**config.mk**
```make
export PLATFORM = sky130hd
export DESIGN_NAME = mlp_inference_ctrl
export DESIGN_NICKNAME = d
export VERILOG_FILES = /design/src/rtl/mlp_inference_ctrl.sv
export SDC_FILE = /design/constraint.sdc
export NUM_CORES = 1
export LEC_CHECK = 0
export ABC_AREA = 1
export CORE_ASPECT_RATIO = 0.8
export CORE_MARGIN = 10
export CORE_UTILIZATION = 28
export DETAILED_ROUTE_END_ITERATION = 8
export HOLD_SLACK_MARGIN = 0.12
export SYNTH_ARGS = -nofsm -noshare
export SYNTH_HDL_FRONTEND = slang
export SYNTH_SLANG_ARGS = --single-unit
```
**constraint.sdc**
```tcl
create_clock -name clk -period 6.4 [get_ports clk]
set_input_delay 0.64 -clock clk [delete_from_list [all_inputs] [get_ports clk]]
set_output_delay 0.64 -clock clk [all_outputs]
set_load 0.02 [all_outputs]
```
**src/rtl/mlp_inference_ctrl.sv**
```systemverilog
// rtl/mlp_inference_ctrl.sv - feature loader, settle timer and label rounding/clamp around a combinational MLP
`timescale 1ns/1ps

module mlp_inference_ctrl #(
    parameter int WIDTH_A       = 4,
    parameter int NUM_A         = 11,
    parameter int OUTWIDTH      = 21,
    parameter int FRAC          = 14,
    parameter int MAX_CLASS     = 9,
    parameter int SETTLE_CYCLES = 4
) (
    input  logic                       clk,
    input  logic                       rst,
    input  logic                       in_valid,
    output logic                       in_ready,
    input  logic [WIDTH_A-1:0]         in_data,
    output logic [NUM_A*WIDTH_A-1:0]   mlp_inp,
    input  logic [OUTWIDTH-1:0]        mlp_out,
    output logic                       out_valid,
    input  logic                       out_ready,
    output logic [3:0]                 out_class,
    output logic [OUTWIDTH-1:0]        out_raw,
    output logic                       out_sat,
    output logic                       busy
);

    localparam int BCW = (NUM_A > 1) ? $clog2(NUM_A) : 1;
    localparam int SCW = $clog2(SETTLE_CYCLES + 1);
    localparam int IW  = OUTWIDTH - FRAC;

    localparam logic [BCW-1:0]  LAST_BEAT = BCW'(NUM_A - 1);
    localparam logic [SCW-1:0]  SETTLE_LD = SCW'(SETTLE_CYCLES);
    localparam logic [FRAC-1:0] HALF      = FRAC'(1) << (FRAC - 1);
    localparam logic [IW:0]     MAXC      = (IW + 1)'(MAX_CLASS);

    typedef enum logic [1:0] {
        S_LOAD   = 2'd0,
        S_SETTLE = 2'd1,
        S_HOLD   = 2'd2
    } state_t;

    state_t state;
    state_t state_nx;

    logic [BCW-1:0] beat_cnt;
    logic [SCW-1:0] settle_cnt;

    logic in_fire;
    logic last_beat;
    logic settle_done;
    logic out_fire;

    logic [IW-1:0]   int_part;
    logic [FRAC-1:0] frac_part;
    logic [IW:0]     rounded;
    logic            clamp;
    logic [3:0]      label;

    assign in_fire     = in_valid && in_ready;
    assign last_beat   = in_fire && (beat_cnt == LAST_BEAT);
    // The capture edge is the one on which the settle counter goes 1 -> 0.
    assign settle_done = (state == S_SETTLE) && (settle_cnt == SCW'(1));
    assign out_fire    = out_valid && out_ready;

    // Round half-down on the fraction, widened by one bit so the integer part never wraps.
    always_comb begin
        int_part  = mlp_out[OUTWIDTH-1:FRAC];
        frac_part = mlp_out[FRAC-1:0];
        rounded   = {1'b0, int_part} + {{IW{1'b0}}, (frac_part > HALF)};
        clamp     = (rounded > MAXC);
        label     = clamp ? 4'(MAX_CLASS) : 4'(rounded);
    end

    // State register.
    always_ff @(posedge clk or posedge rst) begin
        if (rst) begin
            state <= S_LOAD;
        end else begin
            state <= state_nx;
        end
    end

    // Next-state: load until the last beat, settle for a fixed count, hold until consumed.
    always_comb begin
        state_nx = state;
        case (state)
            S_LOAD:   if (last_beat)   state_nx = S_SETTLE;
            S_SETTLE: if (settle_done) state_nx = S_HOLD;
            S_HOLD:   if (out_fire)    state_nx = S_LOAD;
            default:                   state_nx = S_LOAD;
        endcase
    end

    // Handshake and status outputs decoded from state alone (no bypass from out_ready to in_ready).
    always_comb begin
        in_ready  = (state == S_LOAD);
        out_valid = (state == S_HOLD);
        busy      = (state != S_LOAD);
    end

    // Beat counter and settle timer.
    always_ff @(posedge clk or posedge rst) begin
        if (rst) begin
            beat_cnt   <= '0;
            settle_cnt <= '0;
        end else begin
            if (in_fire) begin
                beat_cnt <= last_beat ? '0 : beat_cnt + BCW'(1);
            end
            if (last_beat) begin
                settle_cnt <= SETTLE_LD;
            end else if (state == S_SETTLE) begin
                settle_cnt <= settle_cnt - SCW'(1);
            end
        end
    end

    // Feature registers: written only by accepted beats, kept between samples.
    always_ff @(posedge clk or posedge rst) begin
        if (rst) begin
            mlp_inp <= '0;
        end else if (in_fire) begin
            for (int i = 0; i < NUM_A; i++) begin
                if (beat_cnt == BCW'(i)) begin
                    mlp_inp[i*WIDTH_A +: WIDTH_A] <= in_data;
                end
            end
        end
    end

    // Result capture: mlp_out is sampled only on the settle-done edge.
    always_ff @(posedge clk or posedge rst) begin
        if (rst) begin
            out_class <= '0;
            out_raw   <= '0;
            out_sat   <= 1'b0;
        end else if (settle_done) begin
            out_class <= label;
            out_raw   <= mlp_out;
            out_sat   <= clamp;
        end
    end

endmodule
```
Word level (Yosys, flattened, before mapping):

Index checks and enable logic that the tools add are counted.
W data, S select, Z words.

* register bits: 79
* bits of input ports: 29
* output and inout port bits: 73
* word-level logic and storage cells: 66

* add/subtract/negate cells: 3
* order comparisons: 2
* equality and inequality tests: 16
* muxes and demuxes: 8
* reductions and logical operators: 20

Operators by type and width (count)
* $reduce_and A2 Y1: 11
* $eq A4 B3 Y1 const B: 4
* $gt A14 B14 Y1 const B: 1
* $eq A4 B4 Y1 const B: 3
* $add A7 B1 Y8: 1
* $eq A4 B2 Y1 const B: 2
* $gt A8 B4 Y1 const B: 1
* $mux W4: 2
* $mux W2: 3
* $mux W3: 2
* $pmux W2 S3: 1
* $add A4 B1 Y4 const B: 1
* $eq A4 B1 Y1 const B: 1
* $logic_and A1 B1 Y1: 4
* $logic_not A4 Y1: 1
* $ne A2 B1 Y1 const B: 2
* $reduce_bool A2 Y1: 2
* $eq A3 B1 Y1 const B: 1
* $reduce_and A3 Y1: 1
* $sub A3 B1 Y3 const B: 1
* $eq A2 B1 Y1 const B: 1
* $eq A2 B2 Y1 const B: 1
* $logic_not A2 Y1: 1
* $ne A2 B2 Y1 const B: 1

Depth between registers and ports, before layout:

* depth after elaboration: 5
* mapped depth: 14
* mapped depth without buffers: 14

Worst setup path before layout:

No wires, ideal clock.

* kind: input to register
* from: input port mlp_out[8]
* to: register out_sat
* library setup time: 120 ps
* data arrival time: 1929 ps
* required time: 6280 ps
* setup slack: 4351 ps
* stages: 12
* buffers on the path: 0
* cell sequence: nor4_1 > a31oi_1 > ha_1 > ha_1 > nand2_1 > inv_1 > nand2_1 > nand2_1 > nor2_1 > nand3_1 > o21ai_0 > inv_1

* longest elaborated chain between the ends: 3

RTL lines
* start, declared: RTL line 18 `input logic [OUTWIDTH-1:0] mlp_out,`
* $gt A14 B14 Y1: RTL line 69 `rounded = {1'b0, int_part} + {{IW{1'b0}}, (frac_part > HALF)};`
* $add A7 B1 Y8: RTL line 69
* $gt A8 B4 Y1: RTL line 70 `clamp = (rounded > MAXC);`
* end signal, assigned: RTL line 140 `out_sat <= clamp;`
* end, declared: RTL line 23 `output logic out_sat,`

No other way between the ends.
A chain may end at the register's enable or synchronous reset.

Worst setup path in the final report:

* from: input port mlp_out[2]
* to: register out_class[3]

* longest elaborated chain between the ends: 4

RTL lines
* $gt A14 B14 Y1 (*): RTL line 69
* $add A7 B1 Y8 (*): RTL line 69
* $gt A8 B4 Y1: RTL line 70
* $mux W4 (*): RTL line 71 `label = clamp ? 4'(MAX_CLASS) : 4'(rounded);`
* end signal, assigned: RTL line 138 `out_class <= label;`
* end, declared: RTL line 21 `output logic [3:0] out_class,`

Every way passes the cells marked *; elsewhere a longest branch is shown, timed or not.

==> results.py <==
metrics = {
    "run_status": {
        "outcome": "complete, no violations",
    },
    "floorplan": {
        "core_area_sq_mm": 0.01156,
        "floorplan.rows": 35,
        "start_util": 0.2870,
        "io_pins": 102,
        "die_x_um": 141.7,
        "die_h_um": 117.4,
        "dieArea_sq_mm": 0.01663,
    },
    "global_route": {
        "grt_max_degree": 80,
        "grt_pass1_wl_mm": 14.79,
        "grt_usage": 0.1099,
        "grt_pass1_vias": 2642,
        "grt.overflow.total": 0,
        "antenna_found_initial": 0,
    },
    "logic_synthesis": {
        "synth-compound-area-share": 0.1124,
        "synth_area_sq_mm": 0.003318,
        "synth_top_family_by_area": "simple AND/OR/NAND/NOR gates",
        "syn_area_per_cell_sq_um": 9.562,
        "ys_seq_area_frac": 0.5958,
        "synthXorXnorAreaFrac": 0,
        "muxShareOfSynthArea": 0,
        "yosysWarnings": 0,
        "synth_nets": 384,
        "ys_ff_latch": 79,
        "synth_simple_gate_area_frac": 0.2051,
        "synthAdderAreaFrac": 0.03017,
        "syn_inst": 347,
        "yosysUniqueCellTypes": 29,
    },
    "finish": {
        "diodes": 0,
        "final_cell_mix": "101 x clkdlybuf4s50_1, 79 x dfrtp_1, 75 x nand2_1",
        "n_fill_cell": 1180,
        "mostFrequentLayoutCell": "clkdlybuf4s50_1",
        "utilization": 0.4137,
        "nets": 488,
        "layout-drive-gt1-share": 0.07675,
        "fin_area_sq_mm": 0.004783,
        "fin_cells": 604,
        "synthToLayoutAreaGrowth_pct": 44.16,
    },
    "clock_tree": {
        "cts_tree": "built",
        "clock-sinks": 79,
        "hold_buffers": 0,
        "cts_buffer_depth": 2,
        "clk_pin_slew_ns": 0.06,
        "root_buffer": "clkbuf_16",
        "clock_latency_ns": 0.32,
        "post-cts-setup-buffer-count": 0,
        "h-tree-depth": 3,
        "cts_made_buffers": 9,
        "cts_resized": 0,
    },
    "sta": {
        "finalSetupTns_ns": 0,
        "worstMarginPinSlew_ns": 1.024,
        "max_freq_ghz": 0.4105,
        "rsz0062_at_grt": "false",
        "setup_viol_count_final": 0,
        "finalCritPeriodShare": 0.3806,
        "slew_violations": 0,
        "maxSlewHeadroom": 0.3170,
        "period_needed_ns": 2.436,
        "finalHoldViolations": 0,
        "skew_ns": 0.004955,
    },
    "power": {
        "p_leak_nw": 2.190,
        "power_frac_seq": 0.340,
        "powerDensity_mw_per_mm2": 535.6,
        "clockPowerShare": 0.207,
        "swShare": 0.3764,
        "vdd_drop_max_mv": 0.2440,
        "pwr-share-comb": 0.453,
        "intPower_mw": 1.598,
        "switchingPower_mw": 0.9643,
    },
    "worst_hold_path": {
        "whs_path_depth": 2,
        "hp-class": "reg2reg",
    },
    "place": {
        "dp_hpwl_mm": 6.721,
        "dp.cells": 588,
        "gp_congestion": 0.7766,
        "numPortBuffers": 101,
        "dpl-instance-area_sq_mm": 0.004477,
    },
    "worst_setup_path": {
        "cp_top_family": "simple AND/OR/NAND/NOR gates",
        "worst_path_max_delay_cell": "clkdlybuf4s50_1",
        "path_class": "in2reg",
        "crit_chain": "clkdlybuf4s50_1 -> nor2_1 -> nand3_1 -> nor2_1 -> a31oi_1 -> ha_1 -> ha_1 -> nand2_1 -> inv_1 -> nand2_1 -> nand2_1 -> nor2_1 -> nand3_1 -> nor2_1 -> nor2_1",
        "critPathMaxStageDelay_ns": 0.42,
        "cp.depth": 15,
        "start_kind": "input port",
        "worst_setup_path_end_kind": "flip-flop",
        "r2r_cells": 8,
        "path_common_cell": "nor2_1",
        "crit_fanout": 5,
        "worstPathArrival_ns": 2.65,
        "cp_num_buf_inv": 2,
        "cp.required_ns": 6.62,
    },
    "routing": {
        "wl_mm": 9.129,
        "dr.pass1.iters": 4,
        "vias": 2656,
        "wl_per_cell_um": 15.11,
        "drc": 0,
        "ant_nets": 0,
        "drtIter0Drc": 135,
        "viasPerCell": 4.397,
    },
    "flow_run": {
        "drv_cap": 0,
    },
}
cells in the mapped netlist:
| cell type | count | share of area |
|---|---|---|
| nor4_1 | 1 | 0.0019 |
| dfrtp_1 | 79 | 0.60 |
| nand3_1 | 13 | 0.020 |
| nand2_1 | 75 | 0.085 |
| o21ai_1 | 2 | 0.0030 |
| or2_2 | 1 | 0.0019 |
| clkbuf_1 | 6 | 0.0068 |
| buf_2 | 1 | 0.0015 |
| nor2_4 | 1 | 0.0034 |
| or2_4 | 1 | 0.0026 |
| nor2_2 | 2 | 0.0038 |
| o21a_1 | 1 | 0.0023 |
| buf_6 | 1 | 0.0034 |
| o22ai_1 | 1 | 0.0019 |
| nand2_2 | 2 | 0.0038 |
| ha_1 | 8 | 0.030 |
| nand4_1 | 2 | 0.0038 |
| o21ai_2 | 4 | 0.011 |
| o31ai_1 | 1 | 0.0023 |
| inv_4 | 1 | 0.0019 |
| inv_1 | 35 | 0.040 |
| nand2_8 | 1 | 0.0060 |
| o21ai_0 | 34 | 0.051 |
| inv_2 | 1 | 0.0011 |
| a31oi_1 | 1 | 0.0019 |
| a21oi_1 | 26 | 0.039 |
| nor2_1 | 39 | 0.044 |
| nor3_4 | 6 | 0.029 |
| buf_4 | 1 | 0.0023 |
sequential cells by signal, indices dropped and copies added, names as in the netlist:
register    flops
settle_cnt      3
mlp_inp        44
beat_cnt        4
out_class       4
out_raw        21
out_sat         1
state           2
cells by family after synthesis:
logic type | Yosys count
AND/OR/NAND/NOR | 144
buffers and inverters | 46
adder cells (fa/ha/maj) | 8
AO/OA/AOI/OAI | 70
flip-flops | 79
worst register-to-register path, cell delays in order, from the launching register on:
cell     delay [ns]
dfrtp_1        0.36
inv_1          0.09
ha_1           0.14
inv_1          0.04
nor2_1         0.19
nand2_2        0.40
inv_2          0.38
nor2_1         0.07
nor2_1         0.10
metal layers:
| metal | track usage | vias to the layer above | share of wire |
|---|---|---|---|
| met1 | 0.1406 | 1263 | 0.46 |
| met3 | 0.03790 | 9 | 0.057 |
| met2 | 0.1665 | 60 | 0.47 |
| met4 | 0.04082 | 0 | 0.018 |
| li1 | - | 1324 | - |
| met5 | 0 | - | 0 |
through the flow:
step	hold WS, ns	power [mW]	setup WS, ns
floorplan	0.4559	1.484	3.737
global placement	0.4640	2.035	3.731
detailed placement	0.4685	2.060	3.629
CTS	0.4827	2.609	3.979
global route	0.4953	2.743	3.783
finish	0.4784	2.562	3.964
worst paths after layout:
check | startpoint | end | slack (ns)
max | mlp_out[2] | out_class[3] | 3.96
min | out_raw[15] | out_raw[15] | 0.48
max reg2reg | settle_cnt[1] | out_class[0] | 4.57
min reg2reg | out_raw[15] | out_raw[15] | 0.48
max in group asynchronous | rst | mlp_inp[41] | 4.78
min in group asynchronous | rst | mlp_inp[32] | 0.94
area by class of cell:
type                    instances  area, sq um  share of cell area
clock inverters                 4        70.07             0.01465
inverters                      37        142.6             0.02982
multi-input cells             222         1154              0.2412
repair buffers                102         1018              0.2129
flip-flops and latches         79         1977              0.4133
well taps                     148        185.2             0.03871
clock buffers                  12        236.5             0.04944
power by group through the flow:
stage          clock network, mW  registers, mW  logic (mW)
2_1_floorplan                  0           1.12       0.362
3_3_place_gp                   0          0.874        1.16
3_5_place_dp                   0          0.878        1.18
4_1_cts                    0.550          0.876        1.18
5_1_grt                    0.572          0.909        1.26
6_report                   0.531          0.872        1.16
No activity file was read; power rests on OpenSTA's default activity.
